**src/rtl/password_lock_ctrl_pkg.sv**
```systemverilog
// Shared encodings and helpers for the password entry/commit/check controller.
// State and mode codes match the values the display and game-state logic decode.
package password_lock_ctrl_pkg;

  typedef enum logic [2:0] {
    ST_EDIT    = 3'd0,
    ST_CONVERT = 3'd1,
    ST_RESULT  = 3'd2,
    ST_LOCKED  = 3'd3
  } state_t;

  typedef enum logic {
    MODE_SET   = 1'b0,
    MODE_CHECK = 1'b1
  } mode_t;

  typedef enum logic [2:0] {
    ACT_NONE,
    ACT_SUBMIT,
    ACT_INC,
    ACT_DEC,
    ACT_LEFT,
    ACT_RIGHT
  } action_t;

  localparam int DIGIT_W = 4;

  // One action per cycle; coincident pulses resolve C > U > D > L > R.
  function automatic action_t decode_action(input logic c, input logic u, input logic d,
                                            input logic l, input logic r);
    if (c) return ACT_SUBMIT;
    if (u) return ACT_INC;
    if (d) return ACT_DEC;
    if (l) return ACT_LEFT;
    if (r) return ACT_RIGHT;
    return ACT_NONE;
  endfunction

  function automatic logic [DIGIT_W-1:0] digit_step(input logic [DIGIT_W-1:0] d,
                                                    input logic up, input int radix);
    logic [DIGIT_W-1:0] last;
    last = DIGIT_W'(radix - 1);
    if (up) return (d == last) ? '0 : d + 1'b1;
    return (d == '0) ? last : d - 1'b1;
  endfunction

endpackage

```
**src/rtl/password_lock_ctrl_digits_to_binary.sv**
```systemverilog
// Horner-loop converter: most significant digit first, one digit per cycle.
// acc shows the value after the current step so the caller can capture it on done.
module password_lock_ctrl_digits_to_binary
  import password_lock_ctrl_pkg::*;
#(
  parameter int NUM_DIGITS = 4,
  parameter int RADIX      = 10,
  parameter int PW_WIDTH   = 14
) (
  input  logic                          basys_clk,
  input  logic                          reset,
  input  logic                          start,
  input  logic [DIGIT_W*NUM_DIGITS-1:0] digits,
  output logic [PW_WIDTH+3:0]           acc,
  output logic                          done
);

  localparam int ACC_W = PW_WIDTH + 4;
  localparam int IW    = $clog2(NUM_DIGITS);
  localparam logic [IW-1:0]    LAST_IDX = IW'(NUM_DIGITS - 1);
  localparam logic [ACC_W-1:0] RADIX_W  = ACC_W'(RADIX);

  logic [ACC_W-1:0]   acc_q;
  logic [ACC_W-1:0]   acc_step;
  logic [IW-1:0]      idx_q;
  logic               busy_q;
  logic [DIGIT_W-1:0] cur_digit;

  assign cur_digit = digits[{idx_q, 2'b00} +: DIGIT_W];
  assign acc_step  = acc_q * RADIX_W + ACC_W'(cur_digit);
  assign acc       = busy_q ? acc_step : acc_q;
  assign done      = busy_q && (idx_q == '0);

  // NOTE: sequential state uses non-blocking assignments so every register
  // samples pre-edge values, independent of block evaluation order.
  always_ff @(posedge basys_clk or posedge reset) begin
    if (reset) begin
      acc_q  <= '0;
      idx_q  <= '0;
      busy_q <= 1'b0;
    end else if (start) begin
      acc_q  <= '0;
      idx_q  <= LAST_IDX;
      busy_q <= 1'b1;
    end else if (busy_q) begin
      acc_q <= acc_step;
      if (idx_q == '0) busy_q <= 1'b0;
      else             idx_q  <= idx_q - 1'b1;
    end
  end

endmodule

```
**src/rtl/password_lock_ctrl.sv**
```systemverilog
// Password entry controller: digit/cursor editing, submit-and-convert, commit or
// check against a reference with an attempt limit and a timed lockout.
module password_lock_ctrl
  import password_lock_ctrl_pkg::*;
#(
  parameter int NUM_DIGITS   = 4,
  parameter int RADIX        = 10,
  parameter int PW_WIDTH     = 14,
  parameter int MAX_ATTEMPTS = 3,
  parameter int LOCK_CYCLES  = 100_000_000
) (
  input  logic                           basys_clk,
  input  logic                           reset,
  input  logic                           mode,
  input  logic                           btn_l,
  input  logic                           btn_r,
  input  logic                           btn_u,
  input  logic                           btn_d,
  input  logic                           btn_c,
  input  logic [PW_WIDTH-1:0]            ref_password,
  output logic [4*NUM_DIGITS-1:0]        digits,
  output logic [$clog2(NUM_DIGITS)-1:0]  cursor,
  output logic [PW_WIDTH-1:0]            entered_value,
  output logic [PW_WIDTH-1:0]            stored_password,
  output logic [2:0]                     state,
  output logic                           commit_pulse,
  output logic                           match_pulse,
  output logic                           fail_pulse,
  output logic                           locked,
  output logic [3:0]                     attempts_left
);

  localparam int CW    = $clog2(NUM_DIGITS);
  localparam int ACC_W = PW_WIDTH + 4;
  localparam int LW    = $clog2(LOCK_CYCLES + 1);
  localparam logic [CW-1:0] LAST_CUR  = CW'(NUM_DIGITS - 1);
  localparam logic [3:0]    MAX_ATT   = 4'(MAX_ATTEMPTS);
  localparam logic [LW-1:0] LOCK_LAST = LW'(LOCK_CYCLES - 1);

  state_t             state_q;
  mode_t              mode_q;
  logic [LW-1:0]      lock_cnt;
  action_t            action;
  logic [CW+1:0]      cur_sel;
  logic [DIGIT_W-1:0] cur_digit;
  logic               conv_start;
  logic               conv_done;
  logic [ACC_W-1:0]   conv_acc;
  logic [PW_WIDTH-1:0] conv_value;
  logic               unused_acc_hi;

  assign action     = decode_action(btn_c, btn_u, btn_d, btn_l, btn_r);
  assign cur_sel    = {cursor, 2'b00};
  assign cur_digit  = digits[cur_sel +: DIGIT_W];
  assign conv_start = (state_q == ST_EDIT) && (action == ACT_SUBMIT);
  assign conv_value = conv_acc[PW_WIDTH-1:0];
  assign unused_acc_hi = ^conv_acc[ACC_W-1:PW_WIDTH];
  assign state      = state_q;

  password_lock_ctrl_digits_to_binary #(
    .NUM_DIGITS (NUM_DIGITS),
    .RADIX      (RADIX),
    .PW_WIDTH   (PW_WIDTH)
  ) u_digits_to_binary (
    .basys_clk (basys_clk),
    .reset     (reset),
    .start     (conv_start),
    .digits    (digits),
    .acc       (conv_acc),
    .done      (conv_done)
  );

  // The result is decided on the last CONVERT edge so that the RESULT cycle
  // already shows the strobe together with its updated values.
  always_ff @(posedge basys_clk or posedge reset) begin
    if (reset) begin
      state_q         <= ST_EDIT;
      mode_q          <= MODE_SET;
      digits          <= '0;
      cursor          <= '0;
      entered_value   <= '0;
      stored_password <= '0;
      attempts_left   <= MAX_ATT;
      commit_pulse    <= 1'b0;
      match_pulse     <= 1'b0;
      fail_pulse      <= 1'b0;
      locked          <= 1'b0;
      lock_cnt        <= '0;
    end else begin
      commit_pulse <= 1'b0;
      match_pulse  <= 1'b0;
      fail_pulse   <= 1'b0;
      unique case (state_q)
        ST_EDIT: begin
          unique case (action)
            ACT_SUBMIT: begin
              mode_q  <= mode_t'(mode);
              state_q <= ST_CONVERT;
            end
            ACT_INC:   digits[cur_sel +: DIGIT_W] <= digit_step(cur_digit, 1'b1, RADIX);
            ACT_DEC:   digits[cur_sel +: DIGIT_W] <= digit_step(cur_digit, 1'b0, RADIX);
            ACT_LEFT:  cursor <= (cursor == LAST_CUR) ? '0 : cursor + 1'b1;
            ACT_RIGHT: cursor <= (cursor == '0) ? LAST_CUR : cursor - 1'b1;
            default: ;
          endcase
        end
        ST_CONVERT: begin
          if (conv_done) begin
            entered_value <= conv_value;
            state_q       <= ST_RESULT;
            if (mode_q == MODE_SET) begin
              stored_password <= conv_value;
              commit_pulse    <= 1'b1;
              attempts_left   <= MAX_ATT;
            end else if (conv_value == ref_password) begin
              match_pulse   <= 1'b1;
              attempts_left <= MAX_ATT;
              digits        <= '0;
            end else begin
              fail_pulse    <= 1'b1;
              attempts_left <= attempts_left - 1'b1;
              digits        <= '0;
            end
          end
        end
        ST_RESULT: begin
          if (attempts_left == '0) begin
            state_q  <= ST_LOCKED;
            locked   <= 1'b1;
            lock_cnt <= LOCK_LAST;
          end else begin
            state_q <= ST_EDIT;
          end
        end
        ST_LOCKED: begin
          if (lock_cnt == '0) begin
            locked        <= 1'b0;
            attempts_left <= MAX_ATT;
            state_q       <= ST_EDIT;
          end else begin
            lock_cnt <= lock_cnt - 1'b1;
          end
        end
        default: state_q <= ST_EDIT;
      endcase
    end
  end

endmodule

```
**config.mk**
```make
export PLATFORM = sky130hd
export DESIGN_NAME = password_lock_ctrl
export DESIGN_NICKNAME = d
export VERILOG_FILES = /design/src/rtl/password_lock_ctrl_pkg.sv /design/src/rtl/password_lock_ctrl_digits_to_binary.sv /design/src/rtl/password_lock_ctrl.sv
export SDC_FILE = /design/constraint.sdc
export NUM_CORES = 1
export LEC_CHECK = 0
export ABC_AREA = 1
export BUFFER_PORTS_ARGS = -buffer_cell sky130_fd_sc_hd__buf_4
export CELL_PAD_IN_SITES_DETAIL_PLACEMENT = 2
export CELL_PAD_IN_SITES_GLOBAL_PLACEMENT = 2
export CORE_ASPECT_RATIO = 1.5
export CORE_MARGIN = 10
export CORE_UTILIZATION = 35
export CTS_BUF_LIST = sky130_fd_sc_hd__clkbuf_4
export DETAILED_ROUTE_END_ITERATION = 12
export HOLD_SLACK_MARGIN = 0.1
export PLACE_DENSITY_LB_ADDON = 0.1
export RECOVER_POWER = 100
export SLEW_MARGIN = 20
export SYNTH_ARGS = -nofsm -noshare
export SYNTH_HDL_FRONTEND = slang
export SYNTH_HIERARCHICAL = 1
export SYNTH_SLANG_ARGS = --single-unit
```
**constraint.sdc**
```tcl
create_clock -name basys_clk -period 3.85 [get_ports basys_clk]
set_input_delay 0.385 -clock basys_clk [delete_from_list [all_inputs] [get_ports basys_clk]]
set_output_delay 0.385 -clock basys_clk [all_outputs]
set_load 0.01 [all_outputs]
```
After elaboration in Yosys (flattened, before gate mapping)
Cells that the tools add are included.
Widths: inputs -> output; s select.
{"block": "word_totals", "ff_bits": 106, "memories": 0, "romBits": 0, "in_bits": 22, "latchBits": 0, "output_inout_bits": 57, "mem_bits_rw": 0}
{"block": "classes", "muxes": 76, "shift": 5, "add_sub_neg": 9, "reduce_logical": 23, "n_eq_ne": 19, "n_mul": 1, "bitwise_logic": 1, "n_lt_le_gt_ge": 0, "n_div": 0}
{"op": "$pmux 16 s2", "n": 2}
{"op": "$mux 27", "n": 2}
{"op": "$pmux 27 s2", "n": 1}
{"op": "$mux 3", "n": 13}
{"op": "$mux 18", "n": 2}
{"op": "$mux 4", "n": 9}
{"op": "$mux 1", "n": 33}
{"op": "$bwmux 16", "n": 2}
{"op": "$mux 16", "n": 2}
{"op": "$shiftx 16x5->4", "n": 2}
{"op": "$shiftx 4x6->16", "n": 2}
{"op": "$logic_not 27->1", "n": 1}
{"op": "$sub 27x1->27 const B", "n": 1}
{"op": "$add 18x4->18", "n": 1}
{"op": "$mul 18x3->17 const B", "n": 1}
{"op": "$shift 4x6->16 const A", "n": 1}
{"op": "$reduce_and 3->1", "n": 5}
{"op": "$eq 14x14->1", "n": 1}
{"op": "$eq 3x2->1 const B", "n": 4}
{"op": "$mux 2", "n": 6}
{"op": "$ne 2x2->1 const B", "n": 6}
{"op": "$pmux 3 s4", "n": 1}
{"op": "$reduce_bool 2->1", "n": 5}
{"op": "$logic_not 4->1", "n": 2}
{"op": "20 further kinds", "n": 29}

Longest topological paths before layout
Gate-level depths: netlist of run 1.
{"block": "logic_depth", "depth_word": 26, "mapped_depth": 29, "mapped_depth_nobuf": 28}

Cells and area by module
Netlist of run 1, hierarchy kept.
{"module": "password_lock_ctrl", "area_each_um2": 4722.0, "instances": 1, "cells_per_inst": 628, "seq_area_each_um2": 2104.5}
{"module": "password_lock_ctrl_digits_to_binary", "area_each_um2": 2615.0, "instances": 1, "cells_per_inst": 415, "seq_area_each_um2": 525.5}

Worst setup path before layout of run 1
OpenSTA, ideal clock, no wires.
{"block": "synth_path", "kind": "reg2reg", "startpoint": "reg u_digits_to_binary.idx_q[0]", "endpoint": "reg attempts_left[1]", "period_less_slack_ns": 3.202, "path_stages_with_launch": 30, "t_arrival_ns": 3.144, "slack_ns": 0.648, "setup_ns": 0.058, "n_path_buf": 2, "cell_sequence": "dfrtp_1 > clkbuf_1 > inv_1 > clkbuf_1 > nor2_1 > o22ai_1 > ha_1 > fa_1 > nand2_1 > nand2_1 > nand3b_1 > nor2_1 > nand2_1 > nor2_1 > nand3_1 > nor2_2 > nand2_1 > nand3_1 > nand2_1 > inv_1 > nor2_1 > nor3_1 > nand2_1 > nor2_1 > nand2_1 > nand3_1 > inv_1 > nand2_1 > nand2_1 > inv_1"}
{"block": "synth_via", "elab_chain_len": 8}
{"item": "from (decl)", "line": "password_lock_ctrl_digits_to_binary.sv:25", "source": "logic [IW-1:0] idx_q;"}
{"item": "from (signal assigned)", "line": "password_lock_ctrl_digits_to_binary.sv:48", "source": "else idx_q <= idx_q - 1'b1;"}
{"item": "$shiftx 16x5->4", "line": "password_lock_ctrl_digits_to_binary.sv:29", "source": "assign cur_digit = digits[{idx_q, 2'b00} +: DIGIT_W];"}
{"item": "$add 18x4->18", "line": "password_lock_ctrl_digits_to_binary.sv:30", "source": "assign acc_step = acc_q * RADIX_W + ACC_W'(cur_digit);"}
{"item": "$mux 18"}
{"item": "net conv_acc[13]", "line": "password_lock_ctrl.sv:48", "source": "logic [ACC_W-1:0] conv_acc;"}
{"item": "$eq 14x14->1", "line": "password_lock_ctrl.sv:115", "source": "end else if (conv_value == ref_password) begin"}
{"item": "$mux 4", "line": "password_lock_ctrl.sv:115"}
{"item": "$mux 4", "line": "password_lock_ctrl.sv:111", "source": "if (mode_q == MODE_SET) begin"}
{"item": "$mux 4", "line": "password_lock_ctrl.sv:108", "source": "if (conv_done) begin"}
{"item": "$pmux 4 s2", "line": "password_lock_ctrl.sv:93", "source": "unique case (state_q)"}
{"item": "to (signal assigned)", "line": "password_lock_ctrl.sv:121", "source": "attempts_left <= attempts_left - 1'b1;"}
{"item": "to (decl)", "line": "password_lock_ctrl.sv:30", "source": "output logic [3:0] attempts_left"}
The timed path passes the listed nets, and every way through them passes these cells. The select of a mux whose other input is x is not followed.
A chain may end at the register's enable or synchronous reset.

Final worst setup path of run 1
{"block": "layout_path", "startpoint": "reg u_digits_to_binary.acc_q[3]", "endpoint": "reg attempts_left[1]"}
{"block": "layout_via", "elab_chain_len": 8}
{"item": "from (decl)", "line": "password_lock_ctrl_digits_to_binary.sv:23", "source": "logic [ACC_W-1:0] acc_q;"}
{"item": "from (signal assigned)", "line": "password_lock_ctrl_digits_to_binary.sv:46", "source": "acc_q <= acc_step;"}
{"item": "$mul 18x3->17", "line": "password_lock_ctrl_digits_to_binary.sv:30"}
{"item": "$add 18x4->18", "line": "password_lock_ctrl_digits_to_binary.sv:30"}
{"item": "$mux 18"}
{"item": "net conv_acc[12]", "line": "password_lock_ctrl.sv:48"}
{"item": "$eq 14x14->1", "line": "password_lock_ctrl.sv:115"}
{"item": "$mux 4", "line": "password_lock_ctrl.sv:115"}
{"item": "$mux 4", "line": "password_lock_ctrl.sv:111"}
{"item": "$mux 4", "line": "password_lock_ctrl.sv:108"}
{"item": "$pmux 4 s2", "line": "password_lock_ctrl.sv:93"}
The timed path passes the listed nets, and every way through them passes these cells. The select of a mux whose other input is x is not followed.

==> metrics.txt, run 1 <==
status finished, violations left; failing checks max-capacitance violations, max-slew violations; Initial Utilization a little over a third; Clock Skew 0.0363 ns; core box area between 15000 and 20000 µm²; hold path start mode; Power Density 838 nW/µm²; final WL 23800 µm; DR vias/cell ~5.1; hold_ws 0.159 ns; total gr overflow 0; Sw Share 55.1%; first-pass GRT wire length 38400 µm; DP HPWL between 15000 and 20000 µm; antenna-violating nets left 0; max_cap viols 2; Setup Viol. Count Final 0; via count 6544; # fillers 2364; Die Area 25300 µm²; period utilization 91.3%; final hold violation count 0; initial antenna violation count 1; type of origin of the critical path flop; CP max FO 4; nets 1078; GPL Wtd Cong 0.804; clock slew at reported path FFs 0.19 ns; Reg-to-Reg Start u_digits_to_binary/acc_q[3]; Num CTS Buffers 9; combinational cell fraction of total power approximately three fifths; H-Tree Level Count 3; CTS tree built; die height 190 µm; Psw 3470 µW; hold path cells 2; die width about 130 µm; Synth warnings 6; Worst VDD drop 0.000277 V; Pint 2830 µW; sequential power share a little under a third; CP Class reg2reg; vias in the first global route 7129; clock network fraction of design power 9.4%; clk sinks between 100 and 150; Syn Inst Count 944; WP data required 4.30 ns; Root Driver clkbuf_4; worst r2r path cells 25; wire per inst 18.5 µm; Setup crit start u_digits_to_binary/acc_q[3]; pin count of the biggest net entering global routing 45; Lkg Pwr 0.00381 µW; fin. max-slew vios 76; Post-Syn Area between 6000 and 7000 µm²; worst skew pair latency 0.50 ns; drt drc 0; # IOs 79; syn_nets between 1000 and 1500; Starting DRT DRC Count 208; Final Critical Period 3.52 ns; CP arrival 3.97 ns; CTS max path bufs 2; unrepaired setup endpoints after global routing false; Tightest Pin Transition 2.13 ns; relative slew slack -41.9%; port bufs 77; Worst setup EP type flop; Hold WC Path Type in2reg; drt first pass iters 4; syn avg cell area 7.12 µm²; share of layout cells above drive strength 1 10.9%; maximum clock rate 284 MHz; area grow syn2layout 11.7%; GRT Total Usage 18.8%; setup tns final 0 ns; # rows 62
[registers in the layout, summed over array words and instances (netlist names)]
name                       flops
lock_cnt                      27
digits                        16
entered_value                 14
stored_password               14
u_digits_to_binary/acc_q      14
attempts_left                  4
cursor                         2
state                          2
u_digits_to_binary/idx_q       2
commit_pulse                   1
fail_pulse                     1
locked                         1
match_pulse                    1
mode_q                         1
u_digits_to_binary/busy_q      1
[critical path, stage by stage, from the launching register on]
cell and delay [ns]:
dfrtp_1 0.47, ha_4 0.30, ha_4 0.15, inv_1 0.07, fa_2 0.51, nor2_4 0.13, nand3_1 0.11, a21oi_2 0.18
nand2_2 0.09, nor2_4 0.11, nand3_2 0.12, nand2_1 0.08, nand3b_1 0.11, nand2_2 0.14, inv_1 0.08, nand2_1 0.06
nand2_1 0.05, nor3_2 0.11, nand2_1 0.08, nor2_2 0.12, nand2_2 0.09, nand3_1 0.10, inv_1 0.06, nand2_1 0.05
nand2_1 0.05, inv_1 0.05
[cells in the final DEF, fill, tap and decap left out, drive strengths merged, types with 7 or more instances in the layout]
cell type  count
o21ai         80
inv          108
buf           27
nand3         91
xnor2          7
xor2          15
nand4         16
nor2         103
nor3           9
a21oi         25
clkbuf        67
ha            35
nand2        309
dfrtp         99
[final timing paths]
kind                               endpoint  slack (ns)
setup / recovery           attempts_left[1]        0.33
hold / removal                       mode_q        0.16
setup reg to reg           attempts_left[1]        0.33
hold reg to reg            entered_value[8]        0.51
max in group asynchronous         digits[2]        1.06
min in group asynchronous      lock_cnt[21]        0.45
[power groups by stage]
stage	registers, µW	logic (µW)	clock network (µW)
final	1940	3760	590
after global routing	2010	4300	660
after CTS	1960	3970	615
after detailed placement	1990	3950	0
after global placement	1970	3820	0
after floorplan	1870	2590	0
[routing by layer]
| metal | vias to the layer above | global-route usage (%) | wire length (µm) |
|---|---|---|---|
| met5 | - | 0 | 0 |
| met3 | 30 | 2.43 | 409 |
| met4 | 0 | 5.63 | 493 |
| met1 | 3279 | 19.7 | 9200 |
| met2 | 66 | 37.6 | 13700 |
| li1 | 3169 | - | - |
[stage by stage]
step / total power, µW / instance area, µm² / worst slack (ns) / util [%] / cells
3_5_place_dp: 5940 / 7550 / 0.138 / 39.7 / 1262
5_1_grt: 6970 / 7510 / 0.00606 / 39.5 / 1281
4_1_cts: 6550 / 7710 / 0.0718 / 40.6 / 1279
2_1_floorplan: 4460 / 6720 / 0.674 / - / 944
3_3_place_gp: 5790 / 7550 / 0.339 / 39.7 / 1262
6_report: 6290 / 7510 / 0.334 / 39.5 / 1281
[timing repair]
| item | 4_1_cts | 5_1_grt |
|---|---|---|
| setup buffers | 0 | 1 |
| hold buffers | 1 | 0 |
| endpoints found under the hold margin | 27 | 0 |
| resized for setup | 0 | 16 |
| setup endpoints to repair | 0 | 6 |
[cell type report]
type	instances	area, µm²	area share (%)
antenna	1	2.50	0.0333
clock inverter	7	80.1	1.07
tap	256	320	4.26
timing repair buffer	86	430	5.73
clock buffer	9	67.6	0.899
inverter	107	403	5.36
sequential	101	2530	33.7
multi-input combinational	714	3680	48.9
(Power assumes the default switching activity.)
==> run 2, diff against run 1 <==
--- a/config.mk
+++ b/config.mk
@@ -15,10 +15,11 @@
 export CTS_BUF_LIST = sky130_fd_sc_hd__clkbuf_4
 export DETAILED_ROUTE_END_ITERATION = 12
 export HOLD_SLACK_MARGIN = 0.1
-export PLACE_DENSITY_LB_ADDON = 0.1
+export PLACE_DENSITY = 0.9
 export RECOVER_POWER = 100
 export SLEW_MARGIN = 20
 export SYNTH_ARGS = -nofsm -noshare
 export SYNTH_HDL_FRONTEND = slang
 export SYNTH_HIERARCHICAL = 1
 export SYNTH_SLANG_ARGS = --single-unit
+export TNS_END_PERCENT = 30
==> metrics.txt, run 2 (synthesis gave the netlist of run 1 again) <==
CP max FO 4 (unchanged); hold_ws 0.219 ns (+0.0599 ns); final hold violation count 0 (unchanged); core box area 19000 µm² (unchanged); clock slew at reported path FFs 0.17 ns (-0.02 ns); setup tns final 0 ns (unchanged); Num CTS Buffers 9 (unchanged); port bufs 77 (unchanged); clock network fraction of design power 9.8% (+0.4 points); Psw 3670 µW (+6.0%); die width 133 µm (unchanged); vias in the first global route 7739 (+8.6%); # rows 62 (unchanged); Hold Path End cursor[0]; most common cell after layout, fill and taps aside nand2_1; Initial Utilization 35.4% (unchanged); Clock Skew 0.0330 ns (-0.00332 ns); Lkg Pwr 0.00384 µW (+0.55%); hold path cells 4 (+2); Critical Path Max Stage Delay 0.49 ns (-0.02 ns); type of origin of the critical path flop; Place WS 0.0982 ns (-0.0395 ns); Worst setup EP type flop; CTS max path bufs 2 (unchanged); worst skew pair latency 0.53 ns (+0.03 ns); H-Tree Level Count 3 (unchanged); worst r2r path cells 25 (unchanged); WP data required 4.29 ns (about the same); first-pass GRT wire length 41400 µm (+7.9%); combinational cell fraction of total power 60.2% (+0.4 points); total gr overflow 0 (unchanged); most frequent cells in the layout nand2_1 (282), dfrtp_1 (97), inv_1 (94); wire per inst 20.6 µm (+11%); Reg-to-Reg Start u_digits_to_binary/acc_q[3]; status finished clean; Root Driver clkbuf_4; Regs by FF count lock_cnt (27), digits (16); pin count of the biggest net entering global routing 47 (+4.4%); Tightest Pin Transition 1.45 ns (-0.677 ns); relative slew slack 3.23% (+45 points); antenna-violating nets left 0 (unchanged); worst reg-to-reg setup slack 0.12 ns (-0.21 ns); DR vias/cell 5.31 (+4.0%); period utilization 96.8% (+5.5 points); max reg flops 27 (unchanged); hold path start btn_d; Die Area 25300 µm² (unchanged); CP arrival 4.16 ns (+0.19 ns); Pint 2900 µW (+2.4%); clk sinks 101 (unchanged); critical path's most frequent cell nand2_1; initial antenna violation count 1 (unchanged); # IOs 79 (unchanged); GPL Wtd Cong 0.862 (+7.3%); reg2reg end attempts_left[0]; final WL 26500 µm (+12%); CTS tree built; area grow syn2layout 12.7%; drt drc 0 (unchanged); DP HPWL 19800 µm (+4.1%); crit path max-delay cell type dfrtp_1; CP Class reg2reg; max_cap viols 0 (-2); Sw Share 55.9% (+0.86 points); Power Density 867 nW/µm² (+3.5%); via count 6824 (+4.3%); Setup Viol. Count Final 0 (unchanged); Hold WC Path Type in2reg; share of layout cells above drive strength 1 12.3% (+1.3 points); Biggest register lock_cnt; die height 190 µm (unchanged); Starting DRT DRC Count 378 (+82%); sequential power share 30.0% (-0.9 points); fin. max-slew vios 0 (-100%); drt first pass iters 4 (unchanged); Final Critical Period 3.73 ns (+0.210 ns); Setup WS post-layout 0.124 ns (-0.210 ns); nets 1082 (+0.37%); maximum clock rate 268 MHz (-5.6%); GRT Total Usage 20.2% (+1.4 points); Worst VDD drop 0.000325 V (+18%)
-- run 2: cell types whose count changed in the layout (fill, tap and decap cells not counted), moves of 2 or more --
cell / change
buf_4: +3
clkinv_8: -2
inv_1: -3
inv_2: +2
inv_6: +2
inv_8: -2
nand2_1: -3
nand2_2: +2
nand3_1: -2
nand3_2: +2
nor2_2: +2
o21ai_0: -11
o21ai_1: +11
-- run 2: metrics by stage --
stage | instance area, µm² | util, % | std cells | total power, µW
after CTS | 7700 | 40.5 | 1277 | 6640
after global routing | 7570 | 39.9 | 1285 | 7170
after floorplan | 6720 | - | 944 | 4460
final | 7570 | 39.9 | 1285 | 6570
after detailed placement | 7530 | 39.6 | 1259 | 5930
after global placement | 7530 | 39.6 | 1259 | 5650
-- run 2: layer usage --
metal	up-vias	GRT usage, %	routed length, µm
li1	3169	-	-
met1	3488	20.8	9900
met2	113	39.4	15200
met3	54	2.64	547
met4	0	8.94	896
met5	-	0	0
-- run 2: final cells by class --
| cell class | count | area, µm² |
|---|---|---|
| well taps | 256 | 320 |
| repair buffers | 90 | 464 |
| fillers | 2330 | 11400 |
| flip-flops and latches | 101 | 2530 |
| clock buffers | 9 | 67.6 |
| clock inverters | 7 | 81.3 |
| diodes | 1 | 2.50 |
| inverters | 107 | 405 |
| multi-input cells | 714 | 3700 |
-- run 2: power by group through the flow --
stage	clock network (µW)	logic, µW	registers (µW)
5_1_grt	695	4450	2030
3_5_place_dp	0	3950	1980
4_1_cts	655	4030	1960
3_3_place_gp	0	3700	1950
6_report	642	3960	1970
2_1_floorplan	0	2590	1870
-- run 2: worst max path at each step --
stage	startpoint	end	slack [ns]	cells past startpoint
after global placement	u_digits_to_binary/acc_q[1]	attempts_left[1]	0.30	24
after CTS	u_digits_to_binary/acc_q[1]	attempts_left[0]	0.03	23
after floorplan	u_digits_to_binary/idx_q[0]	attempts_left[1]	0.67	29
after global routing	u_digits_to_binary/acc_q[3]	attempts_left[0]	-0.16	25
final	u_digits_to_binary/acc_q[3]	attempts_left[0]	0.12	25
after detailed placement	u_digits_to_binary/acc_q[1]	attempts_left[1]	0.1	25
-- run 2: timing repair --
| action | in CTS | in global routing |
|---|---|---|
| pin swaps | 0 | 6 |
| gates resized for setup | 3 | 15 |
| setup buffers | 0 | 7 |
| hold endpoints to repair | 30 | 0 |
| hold buffers | 2 | 0 |
| setup endpoints to repair | 2 | 6 |
-- run 2: worst max-delay path: cells and delay by family, from the launching register on --
family / cells / cell delay (ns)
buf+inv: 3 / 0.26
compound gates: 1 / 0.11
flops: 1 / 0.49
simple gates: 18 / 1.86
fa+ha+maj: 3 / 0.90
